## config.mk

```make
export PLATFORM = sky130hd
export DESIGN_NAME = gpio_host_sequencer
export DESIGN_NICKNAME = d
export VERILOG_FILES = /design/src/rtl/gpio_host_sequencer.sv
export SDC_FILE = /design/constraint.sdc
export NUM_CORES = 1
export LEC_CHECK = 0
export ABC_AREA = 1
export BUFFER_PORTS_ARGS = -buffer_cell sky130_fd_sc_hd__buf_2
export CORE_MARGIN = 3
export CORE_UTILIZATION = 49
export CTS_CLUSTER_DIAMETER = 30
export DETAILED_ROUTE_END_ITERATION = 6
export GPL_ROUTABILITY_DRIVEN = 0
export PLACE_DENSITY_LB_ADDON = 0.15
export REMOVE_ABC_BUFFERS = 1
export SYNTH_ARGS = -nofsm -noshare
export SYNTH_HDL_FRONTEND = slang
export SYNTH_SLANG_ARGS = --single-unit
```

## constraint.sdc

```tcl
create_clock -name i_CLK -period 1.7 [get_ports i_CLK]
set_input_delay 0.34 -clock i_CLK [delete_from_list [all_inputs] [get_ports i_CLK]]
set_output_delay 0.34 -clock i_CLK [all_outputs]
set_load 0.02 [all_outputs]
```

## src/rtl/gpio_host_sequencer.sv

```systemverilog
// Host-side GPIO link sequencer: strobes commands onto the device GPIO word and collects readback/end-of-process.
// Optional macro GPIO_HOST_SEQ_EN adds a 3-bit command sequence counter on o_gpio[27:25].
module gpio_host_sequencer #(
    parameter int GPIO_D      = 32,
    parameter int DATA_LEN    = 24,
    parameter int HOLD_CYCLES = 4,
    parameter int GAP_CYCLES  = 4,
    parameter int RESP_LAT    = 8,
    parameter int RST_CYCLES  = 16,
    parameter int TIMEOUT     = 65535
) (
    input  logic                i_CLK,
    input  logic                i_rst,
    input  logic [2:0]          i_cmd,
    input  logic [DATA_LEN-1:0] i_cmd_data,
    input  logic                i_cmd_valid,
    output logic                o_cmd_ready,
    output logic [GPIO_D-1:0]   o_gpio,
    input  logic [GPIO_D-1:0]   i_gpio,
    input  logic                i_eop,
    output logic [GPIO_D-1:0]   o_resp_data,
    output logic                o_resp_valid,
    output logic                o_done,
    output logic                o_timeout,
    output logic                o_err
);

    localparam logic [2:0] S_DEVRST    = 3'd0;
    localparam logic [2:0] S_IDLE      = 3'd1;
    localparam logic [2:0] S_SETUP     = 3'd2;
    localparam logic [2:0] S_STROBE    = 3'd3;
    localparam logic [2:0] S_GAP       = 3'd4;
    localparam logic [2:0] S_WAIT_RESP = 3'd5;
    localparam logic [2:0] S_WAIT_EOP  = 3'd6;

    localparam logic [2:0] CMD_DATA_REQ = 3'd3;
    localparam logic [2:0] CMD_RUN      = 3'd4;

    localparam int VALID_BIT = 28;

    logic [2:0]        state_q, state_d;
    logic [31:0]       cnt_q, cnt_d;
    logic [2:0]        cmd_q, cmd_d;
    logic [GPIO_D-1:0] gpio_q, gpio_d;
    logic              ready_q, ready_d;
    logic [GPIO_D-1:0] resp_data_q, resp_data_d;
    logic              resp_valid_q, resp_valid_d;
    logic              done_q, done_d;
    logic              timeout_q, timeout_d;
    logic              err_q, err_d;

    logic              accept;
    logic              legal_cmd;
    logic [2:0]        seq_field;
    logic [23:0]       payload;
    logic [31:0]       cmd_word;

    assign accept    = (state_q == S_IDLE) && ready_q && i_cmd_valid;
    assign legal_cmd = (i_cmd <= CMD_RUN);
    assign payload   = 24'(i_cmd_data);
    assign cmd_word  = {i_cmd, 1'b0, seq_field, payload, 1'b0};

`ifdef GPIO_HOST_SEQ_EN
    logic [2:0] seq_q, seq_d;

    // Count advances on the accept edge, so the word latched for SETUP carries the pre-increment value.
    always_comb begin
        seq_d = seq_q;
        if (accept && legal_cmd) begin
            seq_d = seq_q + 3'd1;
        end
    end

    always_ff @(posedge i_CLK) begin
        if (i_rst) begin
            seq_q <= '0;
        end else begin
            seq_q <= seq_d;
        end
    end

    assign seq_field = seq_q;
`else
    assign seq_field = '0;
`endif

    always_comb begin
        state_d      = state_q;
        cnt_d        = cnt_q;
        cmd_d        = cmd_q;
        gpio_d       = gpio_q;
        ready_d      = ready_q;
        resp_data_d  = resp_data_q;
        resp_valid_d = 1'b0;
        done_d       = 1'b0;
        timeout_d    = 1'b0;
        err_d        = 1'b0;

        case (state_q)
            S_DEVRST: begin
                gpio_d    = '0;
                gpio_d[0] = 1'b1;
                ready_d   = 1'b0;
                if (cnt_q == 32'(RST_CYCLES - 1)) begin
                    gpio_d  = '0;
                    ready_d = 1'b1;
                    cnt_d   = '0;
                    state_d = S_IDLE;
                end else begin
                    cnt_d = cnt_q + 32'd1;
                end
            end

            S_IDLE: begin
                ready_d = 1'b1;
                if (accept) begin
                    if (legal_cmd) begin
                        cmd_d   = i_cmd;
                        gpio_d  = GPIO_D'(cmd_word);
                        ready_d = 1'b0;
                        state_d = S_SETUP;
                    end else begin
                        err_d = 1'b1;
                    end
                end
            end

            S_SETUP: begin
                gpio_d[VALID_BIT] = 1'b1;
                cnt_d             = '0;
                state_d           = S_STROBE;
            end

            S_STROBE: begin
                if (cnt_q == 32'(HOLD_CYCLES - 1)) begin
                    gpio_d[VALID_BIT] = 1'b0;
                    cnt_d             = '0;
                    state_d           = S_GAP;
                end else begin
                    cnt_d = cnt_q + 32'd1;
                end
            end

            S_GAP: begin
                if (cnt_q == 32'(GAP_CYCLES - 1)) begin
                    cnt_d = '0;
                    if (cmd_q == CMD_DATA_REQ) begin
                        state_d = S_WAIT_RESP;
                    end else if (cmd_q == CMD_RUN) begin
                        state_d = S_WAIT_EOP;
                    end else begin
                        ready_d = 1'b1;
                        state_d = S_IDLE;
                    end
                end else begin
                    cnt_d = cnt_q + 32'd1;
                end
            end

            // Ready stays low here; IDLE raises it one cycle after the capture pulse.
            S_WAIT_RESP: begin
                if (cnt_q == 32'(RESP_LAT - 1)) begin
                    resp_data_d  = i_gpio;
                    resp_valid_d = 1'b1;
                    cnt_d        = '0;
                    state_d      = S_IDLE;
                end else begin
                    cnt_d = cnt_q + 32'd1;
                end
            end

            S_WAIT_EOP: begin
                if (i_eop) begin
                    done_d  = 1'b1;
                    ready_d = 1'b1;
                    cnt_d   = '0;
                    state_d = S_IDLE;
                end else if (cnt_q == 32'(TIMEOUT - 1)) begin
                    timeout_d = 1'b1;
                    ready_d   = 1'b1;
                    cnt_d     = '0;
                    state_d   = S_IDLE;
                end else begin
                    cnt_d = cnt_q + 32'd1;
                end
            end

            default: begin
                ready_d = 1'b0;
                cnt_d   = '0;
                state_d = S_DEVRST;
            end
        endcase
    end

    always_ff @(posedge i_CLK) begin
        if (i_rst) begin
            state_q      <= S_DEVRST;
            cnt_q        <= '0;
            cmd_q        <= '0;
            gpio_q       <= GPIO_D'(1);
            ready_q      <= 1'b0;
            resp_data_q  <= '0;
            resp_valid_q <= 1'b0;
            done_q       <= 1'b0;
            timeout_q    <= 1'b0;
            err_q        <= 1'b0;
        end else begin
            state_q      <= state_d;
            cnt_q        <= cnt_d;
            cmd_q        <= cmd_d;
            gpio_q       <= gpio_d;
            ready_q      <= ready_d;
            resp_data_q  <= resp_data_d;
            resp_valid_q <= resp_valid_d;
            done_q       <= done_d;
            timeout_q    <= timeout_d;
            err_q        <= err_d;
        end
    end

    assign o_cmd_ready  = ready_q;
    assign o_gpio       = gpio_q;
    assign o_resp_data  = resp_data_q;
    assign o_resp_valid = resp_valid_q;
    assign o_done       = done_q;
    assign o_timeout    = timeout_q;
    assign o_err        = err_q;

endmodule
```

# ---- Word-level counts from Yosys, hierarchy flattened
# Index checks and enable logic that the tools add are counted.
dict set report word_totals {
  out_inout_bits 69
  word_cells 92
  regBits 107
}
dict set report classes {
  n_mux 36
  n_bitwise 5
  n_lt_le_gt_ge 1
  eq_ne 21
  n_reduce_logical 17
  n_addsub 1
}
# op count
set op_table {}
lappend op_table {{two-way mux 32 bit} 7}
lappend op_table {{one-hot mux 32 bit (5 select lines)} 1}
lappend op_table {{one-hot mux 28 bit (2 select lines)} 1}
lappend op_table {{adder 32 x 1 -> 32 bit (second input constant)} 1}
lappend op_table {{equality test 32 x 16 -> 1 bit (second input constant)} 1}
lappend op_table {{equality test 32 x 2 -> 1 bit (second input constant)} 1}
lappend op_table {{equality test 32 x 3 -> 1 bit (second input constant)} 1}
lappend op_table {{equality test 32 x 4 -> 1 bit (second input constant)} 1}
lappend op_table {{two-way mux 3 bit} 10}
lappend op_table {{one-hot mux 3 bit (7 select lines)} 1}
lappend op_table {{!= test 2 bit (second input constant)} 8}
lappend op_table {{two-way mux 1 bit} 13}
lappend op_table {{equality test 3 bit (second input constant)} 4}
lappend op_table {{equality test 3 x 2 -> 1 bit (second input constant)} 3}
lappend op_table {{OR reduction 3 bit} 3}
lappend op_table {{AND reduction 7 bit} 1}
lappend op_table {{one-hot mux 3 bit (2 select lines)} 1}
lappend op_table {{AND reduction 3 bit} 2}
lappend op_table {{OR reduction 2 bit} 3}
lappend op_table {{NOT 1 bit} 5}
lappend op_table {{one-hot mux 1 bit (5 select lines)} 1}
lappend op_table {{AND reduction 5 bit} 1}
lappend op_table {{one-hot mux 1 bit (4 select lines)} 1}
lappend op_table {{AND reduction 4 bit} 1}
lappend op_table {{8 further kinds} 9}

# ---- Logic depth before layout (Yosys ltp)
# Gate-level depths: netlist of run 1.
dict set report logic_depth {
  word_depth 5
  ltp_mapped 13
}

# ---- Least setup slack after synthesis of run 1
# OpenSTA, ideal clock, no wires.
dict set report synth_path {
  kind {flip-flop to flip-flop}
  start {register cnt_q[1]}
  end {register cnt_q[0]}
  n_path_buf 0
  stages_incl_launch_ff 9
  t_required_ns 1.584
  t_arrival_ns 1.562
  path_slack_ns 0.022
  cell_sequence {dfxtp_1 > ha_1 > nand3_1 > nor2_1 > nand2_1 > o21ai_1 > nand4_1 > o21ai_0 > inv_1}
}
dict set report synth_via {
  elab_chain_cells 4
  elab_cells_between_ends 10
}
# element line_no
set synth_lines {}
lappend synth_lines {{start: declaration} 42} ;# logic [31:0] cnt_q, cnt_d;
lappend synth_lines {{start signal: assignment} 210} ;# cnt_q <= cnt_d;
lappend synth_lines {{equality test 32 x 16 -> 1 bit} 178} ;# end else if (cnt_q == 32'(TIMEOUT - 1)) begin
lappend synth_lines {{two-way mux 32 bit} 178}
lappend synth_lines {{two-way mux 32 bit} 173} ;# if (i_eop) begin
lappend synth_lines {{one-hot mux 32 bit (5 select lines) *} 99} ;# case (state_q)
# Mark *: on every way between the ends. The rest lies on a longest branch, timed or not.
# A chain may end at the register's enable or synchronous reset.

# ---- Worst setup path in the final report of run 1
dict set report layout_path {
  start {register cnt_q[0]}
  end {register cnt_q[4]}
}
dict set report layout_via {
  elab_chain_cells 4
  elab_cells_between_ends 11
}
# element line_no
set layout_lines {}
lappend layout_lines {{adder 32 x 1 -> 32 bit or equality test 32 x 16 -> 1 bit (tied branches)} n/a}
lappend layout_lines {{two-way mux 32 bit} 178}
lappend layout_lines {{two-way mux 32 bit} 173}
lappend layout_lines {{one-hot mux 32 bit (5 select lines) *} 99}
# Marks and branches as above.

==> results of run 1 <==
## routing by layer
layer | track usage (%) | part of all wire (%) | up-vias
met4 | 8.09 | 1.6 | 0
met3 | 5.19 | 7.7 | 21
li1 | - | - | 3329
met5 | 0 | 0 | -
met2 | 43.0 | 48 | 257
met1 | 32.2 | 42 | 2919
## cells by family (layout without fill, tap and decap cells)
logic type	Yosys count	after routing	share of synthesized area [%]
AO/OA/AOI/OAI	119	119	11.7
AND/OR/NAND/NOR	547	547	41.5
buffers and inverters	120	329	8.68
flip-flops	104	104	37.0
XOR/XNOR	4	4	0.623
other	1	3	0.0667
adder cells (fa/ha/maj)	2	2	0.445
## state kept, by name (all words and copies together), names as in the netlist
name          cells
cnt_q            32
o_resp_data      32
o_gpio           29
cmd_q             3
state_q           3
o_cmd_ready       1
o_done            1
o_err             1
o_resp_valid      1
o_timeout         1
## layout by cell type, fill, tap and decap left out, types with 5 or more instances in the layout
cell,Yosys,routed
nand2_1,205,186
nor2_1,208,164
buf_2,13,128
buf_4,5,92
dfxtp_1,104,87
nand3_1,82,70
inv_1,69,66
a21oi_1,38,37
nand4_1,36,36
nor2_2,3,34
o21ai_0,57,34
o21ai_1,1,20
nand2_2,2,19
o211ai_1,15,15
nor2_4,0,13
nand3_2,0,12
clkbuf_16,0,11
dfxtp_2,0,11
buf_6,0,8
dfxtp_4,0,6
buf_12,0,6
inv_2,4,5
o21ai_2,1,5
## stage by stage
| stage | cell area (um2) | cells | TNS [ns] |
|---|---|---|---|
| 2_1_floorplan | 5430 | 855 | -66.87 |
| 5_1_grt | 7870 | 1248 | -2.08 |
| 6_report | 7870 | 1248 | 0 |
| 3_3_place_gp | 7080 | 1225 | -0.220 |
| 3_5_place_dp | 7080 | 1225 | -1.01 |
| 4_1_cts | 7410 | 1242 | -0.00907 |
## repair_timing
| action | 4_1_cts | 5_1_grt |
|---|---|---|
| hold buffers | 0 | 0 |
| pin swaps | 4 | 35 |
| endpoints found under the setup margin | 26 | 86 |
| setup buffers | 1 | 4 |
| gates cloned | 0 | 2 |
| resized for setup | 18 | 141 |
## where the power goes
group	switching, uW	total, uW	internal, uW	leakage, uW
combinational	2260	3560	1300	0.00250
clock	994	2060	1060	0.000143
sequential	142	2770	2620	0.000850
## worst min-delay path by stage
stage          depth (start not counted)  slack, ns                     end              startpoint
4_1_cts                                2       0.19    o_timeout$_SDFF_PP0_                   i_eop
5_1_grt                                2       0.20    o_timeout$_SDFF_PP0_                   i_eop
6_report                               2       0.19    o_timeout$_SDFF_PP0_                   i_eop
3_3_place_gp                           2       0.44  o_gpio[0]$_SDFFE_PP1P_  o_gpio[0]$_SDFFE_PP1P_
3_5_place_dp                           2       0.44  o_gpio[0]$_SDFFE_PP1P_  o_gpio[0]$_SDFFE_PP1P_
2_1_floorplan                          1       0.41  cnt_q[16]$_SDFFE_PP0P_                   i_rst
## final cells by class
cell class              instances  share of cell area [%]
clock inverters                 5                   0.589
inverters                      76                    3.72
well taps                     140                    2.23
multi-input cells             675                    43.0
flip-flops and latches        104                    26.9
clock buffers                  11                    3.09
repair buffers                237                    20.4
==> run_results.csv, run 1 <==
group,metric,value,unit
cells_and_area,seqCellArea,2120,um2
drt,final_antenna_net_count,0,
cells_and_area,fillers,961,
grt,grt_max_degree,36,
critical_path,crit_chain,"inv_1, ha_1, inv_1, nor2_1, nand2_1, nor2_2, nand3_2, nand2_2, nand4_1, buf_6, nand2_1, a21oi_1",
timing,max_freq,590,MHz
synth,avgSynthCellArea,6.27,um2
worst_hold_path,hp-class,"in -> reg",
synth,synth_top_area_cell,"dfxtp_1",
clocking,clkTransAtPathRegs,0.07,ns
placement,io_buffers,128,
floorplan,die-height,113,um
drt,drt_wl_total,17500,um
critical_path,ff2ff_setup_slack,0.005,ns
drt,first_iter_violations,493,
job,drv_cap,0,
power_and_ir_drop,ir_drop,0.927,mV
timing,rsz0062_at_grt,"yes",
timing,finalSetupViolCount,0,
timing,slew_violations,0,
grt,grt_first_pass_wirelength,27000,um
drt,wire_per_inst,14.0,um
synth,yosysUniqueCellTypes,33,
critical_path,crit_family,"simple AND/OR/NAND/NOR gates",
timing,final-hold-violation-count,0,
critical_path,path_buf_inv,3,
floorplan,io_pins,132,
synth,syn_area,5620,um2
floorplan,fp.dieW,113,um
drt,drt-pass1-iter-count,5,
floorplan,die-area,12800,um2
critical_path,crit_cells,12,
cells_and_area,drive_gt1_share,33.2,%
cells_and_area,final_util,71.3,%
synth,synth_top_area_share,37.0,%
clocking,cts_buffer_depth,2,
grt,grt_pass1_vias,5871,
critical_path,reg2reg_from,"cnt_q[0]$_SDFFE_PP0P_",
synth,syn_inst,897,
grt,antenna_found_initial,0,
grt,grt.total_usage,25.3,%
timing,whs,0.193,ns
cells_and_area,antenna_cells,0,
placement,pre_cts_slack,-0.121,ns
power_and_ir_drop,power.total,8380,uW
clocking,clk-insertion-delay-late,0.35,ns
synth,synthFlopType,"dfxtp_1",
critical_path,r2r_cells,12,
critical_path,critPathSlowestCell,"dfxtp_4",
critical_path,cp-start-kind,"flip-flop",
clocking,cts_tree,"yes",
critical_path,max_stage_delay,0.36,ns
clocking,cts_sinks,104,
synth,synth-edff-count,0,
cells_and_area,final_nets,1168,
critical_path,cp.arrival,1.92,ns
clocking,cts-buffers-inserted,9,
synth,async_flop_share,0,%
synth,synth_area_leaders,"dfxtp_1 37%, nor2_1 14%, nand2_1 14%, nand3_1 7.3%, o21ai_0 5.1%",
critical_path,rr_endpoint,"cnt_q[4]$_SDFFE_PP0P_",
placement,dp_hpwl,11800,um
drt,via_count,6526,
timing,fin_worst_skew,0.00856,ns
timing,min_period_over_period,99.7,%
critical_path,critPathCapture,"cnt_q[4]$_SDFFE_PP0P_",
drt,drc,0,
critical_path,worst-setup-path-type,"reg -> reg",
synth,synth_commonest_cells,"208 x nor2_1, 205 x nand2_1, 104 x dfxtp_1",
clocking,cts-root-buf,"clkbuf_16",
synth,yosys_register_bits,104,
synth,seq_area_frac_synth,37.0,%
critical_path,critPathLaunch,"cnt_q[0]$_SDFFE_PP0P_",
floorplan,core,11000,um2
power_and_ir_drop,powerDensity,1070,nW/um2
critical_path,endpoint_kind,"flip-flop",
drt,drt-vias-per-instance,5.23,
floorplan,rows,38,
critical_path,crit_fanout,5,
timing,setup_ws,0.00477,ns
power_and_ir_drop,p_leak,0.00349,uW
critical_path,cp_data_required_time,1.92,ns
timing,period_minus_slack,1.70,ns
grt,overflow,0,
floorplan,start_util,51.0,%
cells_and_area,multi_input_area,3380,um2
clocking,cts-htree-levels,3,
synth,yosys_warnings,0,
outcome,status,"complete, no violations",
cells_and_area,syn_to_final_growth,39.9,%
synth,synth.most_common_cell,"nor2_1",
(Power assumes the default switching activity.)
==> run 2, diff against run 1 <==
--- a/config.mk
+++ b/config.mk
@@ -6,7 +6,7 @@
 export NUM_CORES = 1
 export LEC_CHECK = 0
 export ABC_AREA = 1
-export BUFFER_PORTS_ARGS = -buffer_cell sky130_fd_sc_hd__buf_2
+export BUFFER_PORTS_ARGS = -buffer_cell sky130_fd_sc_hd__buf_4
 export CORE_MARGIN = 3
 export CORE_UTILIZATION = 49
 export CTS_CLUSTER_DIAMETER = 30
@@ -17,3 +17,4 @@
 export SYNTH_ARGS = -nofsm -noshare
 export SYNTH_HDL_FRONTEND = slang
 export SYNTH_SLANG_ARGS = --single-unit
+export TNS_END_PERCENT = 10
==> run 2 against run 1 <==
Effect of this change:
- the flow now finishes with violations (setup timing)
- clock skew is 0.00092 ns lower
- core utilization is 0.69 points higher
- worst setup slack got worse by 0.046 ns
- via count fell by 0.48%
- combinational power up 3%
- critical endpoint is now cnt_q[2]$_SDFFE_PP0P_
- power up 1.0%
==> run_results.csv, run 2 (synthesis results as in run 1) <==
group,metric,value,unit
outcome,status,"finished, violations left",
outcome,violations,"setup timing",
timing,finalSetupViolCount,4,
clocking,cts-htree-levels,3,
floorplan,fp.dieW,113,um
drt,final_antenna_net_count,0,
critical_path,cp_data_required_time,1.93,ns
drt,first_iter_violations,560,
critical_path,max_stage_delay,0.36,ns
critical_path,worst-setup-path-type,"reg -> reg",
drt,wire_per_inst,13.8,um
drt,via_count,6495,
cells_and_area,drive_gt1_share,31.3,%
critical_path,path_buf_inv,3,
grt,overflow,0,
floorplan,rows,38,
cells_and_area,final_nets,1152,
cells_and_area,final_util,72.0,%
drt,drt-vias-per-instance,5.27,
critical_path,crit_fanout,4,
critical_path,cpMostUsedCell,"nand2_1",
grt,antenna_found_initial,0,
timing,fin_tns_setup,-0.151,ns
clocking,cts_hold_buf,0,
cells_and_area,syn_to_final_growth,41.3,%
grt,grt_max_degree,33,
clocking,cts_tree,"yes",
power_and_ir_drop,pwr-share-comb,43.1,%
floorplan,io_pins,132,
clocking,clkTransAtPathRegs,0.07,ns
timing,max_freq,574,MHz
drt,drt-pass1-iter-count,5,
cells_and_area,fin_area,7940,um2
power_and_ir_drop,switching_share,40.1,%
clocking,cts-root-buf,"clkbuf_16",
timing,period_minus_slack,1.74,ns
power_and_ir_drop,seq_power_share,32.6,%
placement,dp_hpwl,11700,um
worst_hold_path,hp-class,"in -> reg",
clocking,cts_buffer_depth,2,
drt,drc,0,
critical_path,endpoint_kind,"flip-flop",
grt,grt.total_usage,25.5,%
placement,io_buffers,128,
clocking,clk-insertion-delay-late,0.35,ns
grt,grt_first_pass_wirelength,27200,um
power_and_ir_drop,internal-power,5080,uW
job,drv_cap,0,
power_and_ir_drop,p_clk_share,24.3,%
timing,final-hold-violation-count,0,
power_and_ir_drop,p_sw,3390,uW
timing,setup_ws,-0.0414,ns
floorplan,core,11000,um2
floorplan,die-area,12800,um2
floorplan,die-height,113,um
timing,slew_violations,0,
clocking,cts_sinks,104,
drt,drt_wl_total,17000,um
cells_and_area,antenna_cells,0,
critical_path,crit_family,"simple AND/OR/NAND/NOR gates",
power_and_ir_drop,powerDensity,1070,nW/um2
floorplan,start_util,51.0,%
cells_and_area,final_common_cell,"buf_4",
critical_path,cp.arrival,1.97,ns
clocking,cts-buffers-inserted,9,
placement,dpl_cell_area,7300,um2
power_and_ir_drop,p_leak,0.00339,uW
timing,fin_worst_skew,0.00764,ns
cells_and_area,layout_common_cells,"214 x buf_4, 193 x nand2_1, 171 x nor2_1",
timing,min_period_over_period,102,%
critical_path,critPathSlowestCell,"dfxtp_2",
critical_path,cp-start-kind,"flip-flop",
timing,whs,0.169,ns
grt,grt_pass1_vias,6043,
timing,rsz0062_at_grt,"yes",
critical_path,crit_chain,"buf_6, ha_4, inv_1, nor2_1, nand2_1, nor2_2, nand3_2, nand2_4, nand4_1, buf_4, nand2_1, a21oi_1",
power_and_ir_drop,ir_drop,1.04,mV
==> run 2: changes by cell type in the layout (fill, tap and decap cells not counted), sizes merged <==
cell | before | now
clkbuf | 13 | 12
clkinv | 4 | 3
buf | 235 | 221
clkinvlp | 0 | 1
inv | 77 | 76
==> run 2: worst paths after layout <==
kind | startpoint | endpoint | slack, ns | cells past startpoint
worst max register to register | cnt_q[1]$_SDFFE_PP0P_ | cnt_q[2]$_SDFFE_PP0P_ | -0.04 | 12
worst min register to register | o_gpio[0]$_SDFFE_PP1P_ | o_gpio[0]$_SDFFE_PP1P_ | 0.46 | 2
worst min-delay path | i_eop | o_timeout$_SDFF_PP0_ | 0.17 | 2
worst max-delay path | cnt_q[1]$_SDFFE_PP0P_ | cnt_q[2]$_SDFFE_PP0P_ | -0.04 | 12
==> run 2: area by class of cell <==
class | count | area [um2]
inverters | 76 | 290
repair buffers | 221 | 1730
fillers | 940 | 3090
well taps | 140 | 175
flip-flops and latches | 104 | 2120
multi-input cells | 675 | 3340
clock buffers | 12 | 256
clock inverters | 4 | 36.3
==> run 2: per-stage QoR <==
stage | setup WS, ns | instances | power [uW]
finish | -0.0414 | 1232 | 8470
detailed placement | -0.0810 | 1212 | 6210
global route | -0.107 | 1232 | 8920
floorplan | -1.43 | 855 | 4560
CTS | -0.0100 | 1229 | 8330
global placement | -0.0422 | 1212 | 6170
==> run 2: power groups by stage <==
stage / Sequential, uW / Clock, uW / Combinational, uW
global placement: 2790 / 0 / 3380
floorplan: 2960 / 0 / 1600
global route: 2790 / 2180 / 3950
detailed placement: 2800 / 0 / 3410
CTS: 2750 / 2100 / 3480
finish: 2760 / 2060 / 3650
==> run 2: per-layer routing <==
layer	share of wire (%)	GRT usage (%)	vias up	wire length (um)
li1	-	-	3290	-
met1	43	31.6	2974	7270
met2	48	43.2	205	8060
met3	7.8	7.01	26	1330
met4	1.8	7.45	0	297
met5	0	0	-	0
==> run 2: timing repair <==
action,4_1_cts,5_1_grt
gates resized for setup,18,107
pin swaps,4,27
buffers inserted,1,3
gates cloned,0,0
setup endpoints to repair,24,84
==> run 3, diff against run 2 <==
--- a/config.mk
+++ b/config.mk
@@ -5,10 +5,11 @@
 export SDC_FILE = /design/constraint.sdc
 export NUM_CORES = 1
 export LEC_CHECK = 0
-export ABC_AREA = 1
 export BUFFER_PORTS_ARGS = -buffer_cell sky130_fd_sc_hd__buf_4
+export CELL_PAD_IN_SITES_DETAIL_PLACEMENT = 1
+export CELL_PAD_IN_SITES_GLOBAL_PLACEMENT = 2
 export CORE_MARGIN = 3
-export CORE_UTILIZATION = 49
+export CORE_UTILIZATION = 26
 export CTS_CLUSTER_DIAMETER = 30
 export DETAILED_ROUTE_END_ITERATION = 6
 export GPL_ROUTABILITY_DRIVEN = 0
==> run 3 against run 2 <==
Effect of this change:
- the run still ends with setup timing left
- maximum frequency is 24% lower
- final area is 9.6% lower
- worst hold slack worse by 0.0085 ns
- worst setup slack worse by 0.55 ns
- synthesized area is 18% lower
==> run_results.csv, run 3 <==
group,metric,value,unit
outcome,status,"finished, violations left",
outcome,violations,"setup timing",
cells_and_area,syn_to_final_growth,55.6,%
clocking,cts-buffers-inserted,9,
job,drv_cap,0,
cells_and_area,fin_area,7180,um2
drt,final_antenna_net_count,0,
floorplan,die-height,139,um
drt,drc,0,
critical_path,crit_chain,"nor4_4, nand4_2, or3b_4, a211oi_4, buf_4, and2_4, a21oi_2, a311oi_2",
synth,syn_area,4610,um2
critical_path,ff2ff_setup_slack,-0.59,ns
synth,yosys_warnings,0,
timing,whs,0.160,ns
timing,setup_ws,-0.594,ns
power_and_ir_drop,ir_drop,0.621,mV
power_and_ir_drop,switching_share,35.1,%
timing,min_period_over_period,135,%
power_and_ir_drop,p_clk_share,24.6,%
timing,finalSetupViolCount,83,
synth,seq_area_frac_synth,45.1,%
timing,final-hold-violation-count,0,
placement,dp_hpwl,11800,um
timing,fin_worst_skew,0.00545,ns
grt,grt_pass1_vias,5211,
worst_hold_path,min_to,"o_timeout$_SDFF_PP0_",
synth,synth.most_common_cell,"nand2_1",
critical_path,cp_data_required_time,1.96,ns
drt,drt-vias-per-instance,4.87,
floorplan,core,17400,um2
grt,grt.total_usage,16.5,%
synth,avgSynthCellArea,7.79,um2
clocking,clk-insertion-delay-late,0.35,ns
cells_and_area,antenna_cells,0,
synth,synth_commonest_cells,"130 x nand2_1, 104 x dfxtp_1, 85 x a21oi_1",
critical_path,critPathSlowestCell,"or3b_4",
placement,io_buffers,128,
grt,grt_max_degree,60,
clocking,cts-htree-levels,3,
grt,overflow,0,
cells_and_area,fin_cells,1029,
worst_hold_path,hold_start,"i_eop",
floorplan,io_pins,132,
critical_path,endpoint_kind,"flip-flop",
critical_path,rr_endpoint,"state_q[0]$_SDFFE_PP0P_",
timing,period_minus_slack,2.29,ns
clocking,cts_buffer_depth,2,
placement,dp_cells,1011,
synth,yosysUniqueCellTypes,51,
synth,yosys_register_bits,104,
placement,dpl_cell_area,6570,um2
synth,synth-edff-count,0,
drt,drt_wl_total,16000,um
cells_and_area,final_common_cell,"buf_4",
critical_path,cp-start-kind,"flip-flop",
floorplan,die-area,19400,um2
drt,first_iter_violations,203,
grt,grt_first_pass_wirelength,26300,um
clocking,cts_sinks,104,
worst_hold_path,holdPathStages,2,
drt,wire_per_inst,15.5,um
drt,via_count,5012,
power_and_ir_drop,power.total,8170,uW
critical_path,max_stage_delay,0.47,ns
timing,max_freq,436,MHz
power_and_ir_drop,seq_power_share,33.8,%
synth,async_flop_share,0,%
worst_hold_path,hp-class,"in -> reg",
power_and_ir_drop,p_leak,0.00295,uW
timing,slew_violations,0,
power_and_ir_drop,p_sw,2870,uW
critical_path,r2r_cells,8,
cells_and_area,drive_gt1_share,40.4,%
synth,synth_top_area_share,45.1,%
floorplan,start_util,26.6,%
critical_path,worst-setup-path-type,"reg -> reg",
cells_and_area,final_nets,865,
power_and_ir_drop,internal-power,5310,uW
grt,antenna_found_initial,0,
timing,rsz0062_at_grt,"yes",
synth,synth_area_leaders,"dfxtp_1 45%, nand2_1 11%, a21oi_1 9.2%, nand3_1 5.2%, o21ai_0 2.4%",
critical_path,cp.arrival,2.56,ns
drt,drt-pass1-iter-count,4,
clocking,clkTransAtPathRegs,0.07,ns
synth,synth_top_area_cell,"dfxtp_1",
floorplan,fp.dieW,139,um
critical_path,crit_fanout,4,
clocking,cts-root-buf,"clkbuf_16",
cells_and_area,layout_common_cells,"229 x buf_4, 124 x nand2_1, 99 x dfxtp_1",
critical_path,reg2reg_from,"cnt_q[21]$_SDFFE_PP0P_",
floorplan,rows,48,
clocking,cts_hold_buf,0,
synth,syn_inst,592,
power_and_ir_drop,powerDensity,1140,nW/um2
clocking,cts_tree,"yes",
power_and_ir_drop,pwr-share-comb,41.6,%
synth,synthFlopType,"dfxtp_1",
cells_and_area,final_util,41.4,%
## run 3: changes by cell type after synthesis, sizes merged, moves of 7 or more
cell	change
a211oi	+7
a21oi	+49
and3	+7
inv	-61
mux2i	+7
nand2	-77
nand3	-34
nand4	-22
nor2	-186
nor4	+8
o211ai	-15
o21ai	-32
## run 3: worst max path at each step
stage                                       start                       to  cells after the start
final                      cnt_q[21]$_SDFFE_PP0P_  state_q[0]$_SDFFE_PP0P_                      8
after detailed placement   cnt_q[26]$_SDFFE_PP0P_   cnt_q[27]$_SDFFE_PP0P_                      8
after global routing       cnt_q[21]$_SDFFE_PP0P_  state_q[0]$_SDFFE_PP0P_                      8
after global placement     cnt_q[26]$_SDFFE_PP0P_   cnt_q[26]$_SDFFE_PP0P_                      8
after floorplan           state_q[0]$_SDFFE_PP0P_   cnt_q[16]$_SDFFE_PP0P_                      4
after CTS                  cnt_q[18]$_SDFFE_PP0P_    cnt_q[7]$_SDFFE_PP0P_                      7
## run 3: final cells by class
type | count | area, um2
fill | 2093 | 10200
inverter | 13 | 48.8
tap | 225 | 282
clock buffer | 11 | 253
multi-input combinational | 432 | 2560
timing repair buffer | 240 | 1920
sequential | 104 | 2090
clock inverter | 4 | 30.0
## run 3: what timing repair did
item | 4_1_cts | 5_1_grt
resized for setup | 45 | 38
cloned | 1 | 0
endpoints found under the hold margin | 0 | 0
setup buffers | 3 | 0
setup endpoints to repair | 101 | 101
pin swaps | 16 | 19
## run 3: power by group through the flow
stage	logic, uW	clock network, uW	registers (uW)
floorplan	1200	0	3000
global placement	2930	0	2810
detailed placement	2990	0	2820
CTS	3330	2100	2770
global route	3710	2200	2800
finish	3400	2010	2760
## run 3: routing by layer
layer,vias to the layer above,global-route usage (%),share of wire [%]
met5,-,0,0
met4,0,6.49,2.0
met3,20,3.55,4.0
met2,108,27.4,48
met1,2421,20.9,46
li1,2463,-,-
## run 3: kinds of logic after synthesis
| family | synth area share (%) |
|---|---|
| multiplexers | 1.52 |
| adder cells (fa/ha/maj) | 0.542 |
| AND/OR/NAND/NOR | 27.9 |
| other | 0.0813 |
| buffers and inverters | 5.75 |
| XOR/XNOR | 0.949 |
| AO/OA/AOI/OAI | 18.2 |
| flip-flops | 45.1 |
## run 3: worst max-delay path, delay by kind of cell, from the launching register on
kind / cells / cell delay [ns]
compound gates: 3 / 0.54
buf+inv: 1 / 0.17
flops: 1 / 0.34
simple gates: 4 / 1.16
## run 3: metrics by stage
| stage | TNS (ns) | setup WS (ns) |
|---|---|---|
| floorplan | -86.66 | -1.03 |
| global placement | -45.67 | -0.702 |
| detailed placement | -52.66 | -0.781 |
| CTS | -37.85 | -0.596 |
| global route | -48.41 | -0.729 |
| finish | -35.15 | -0.594 |
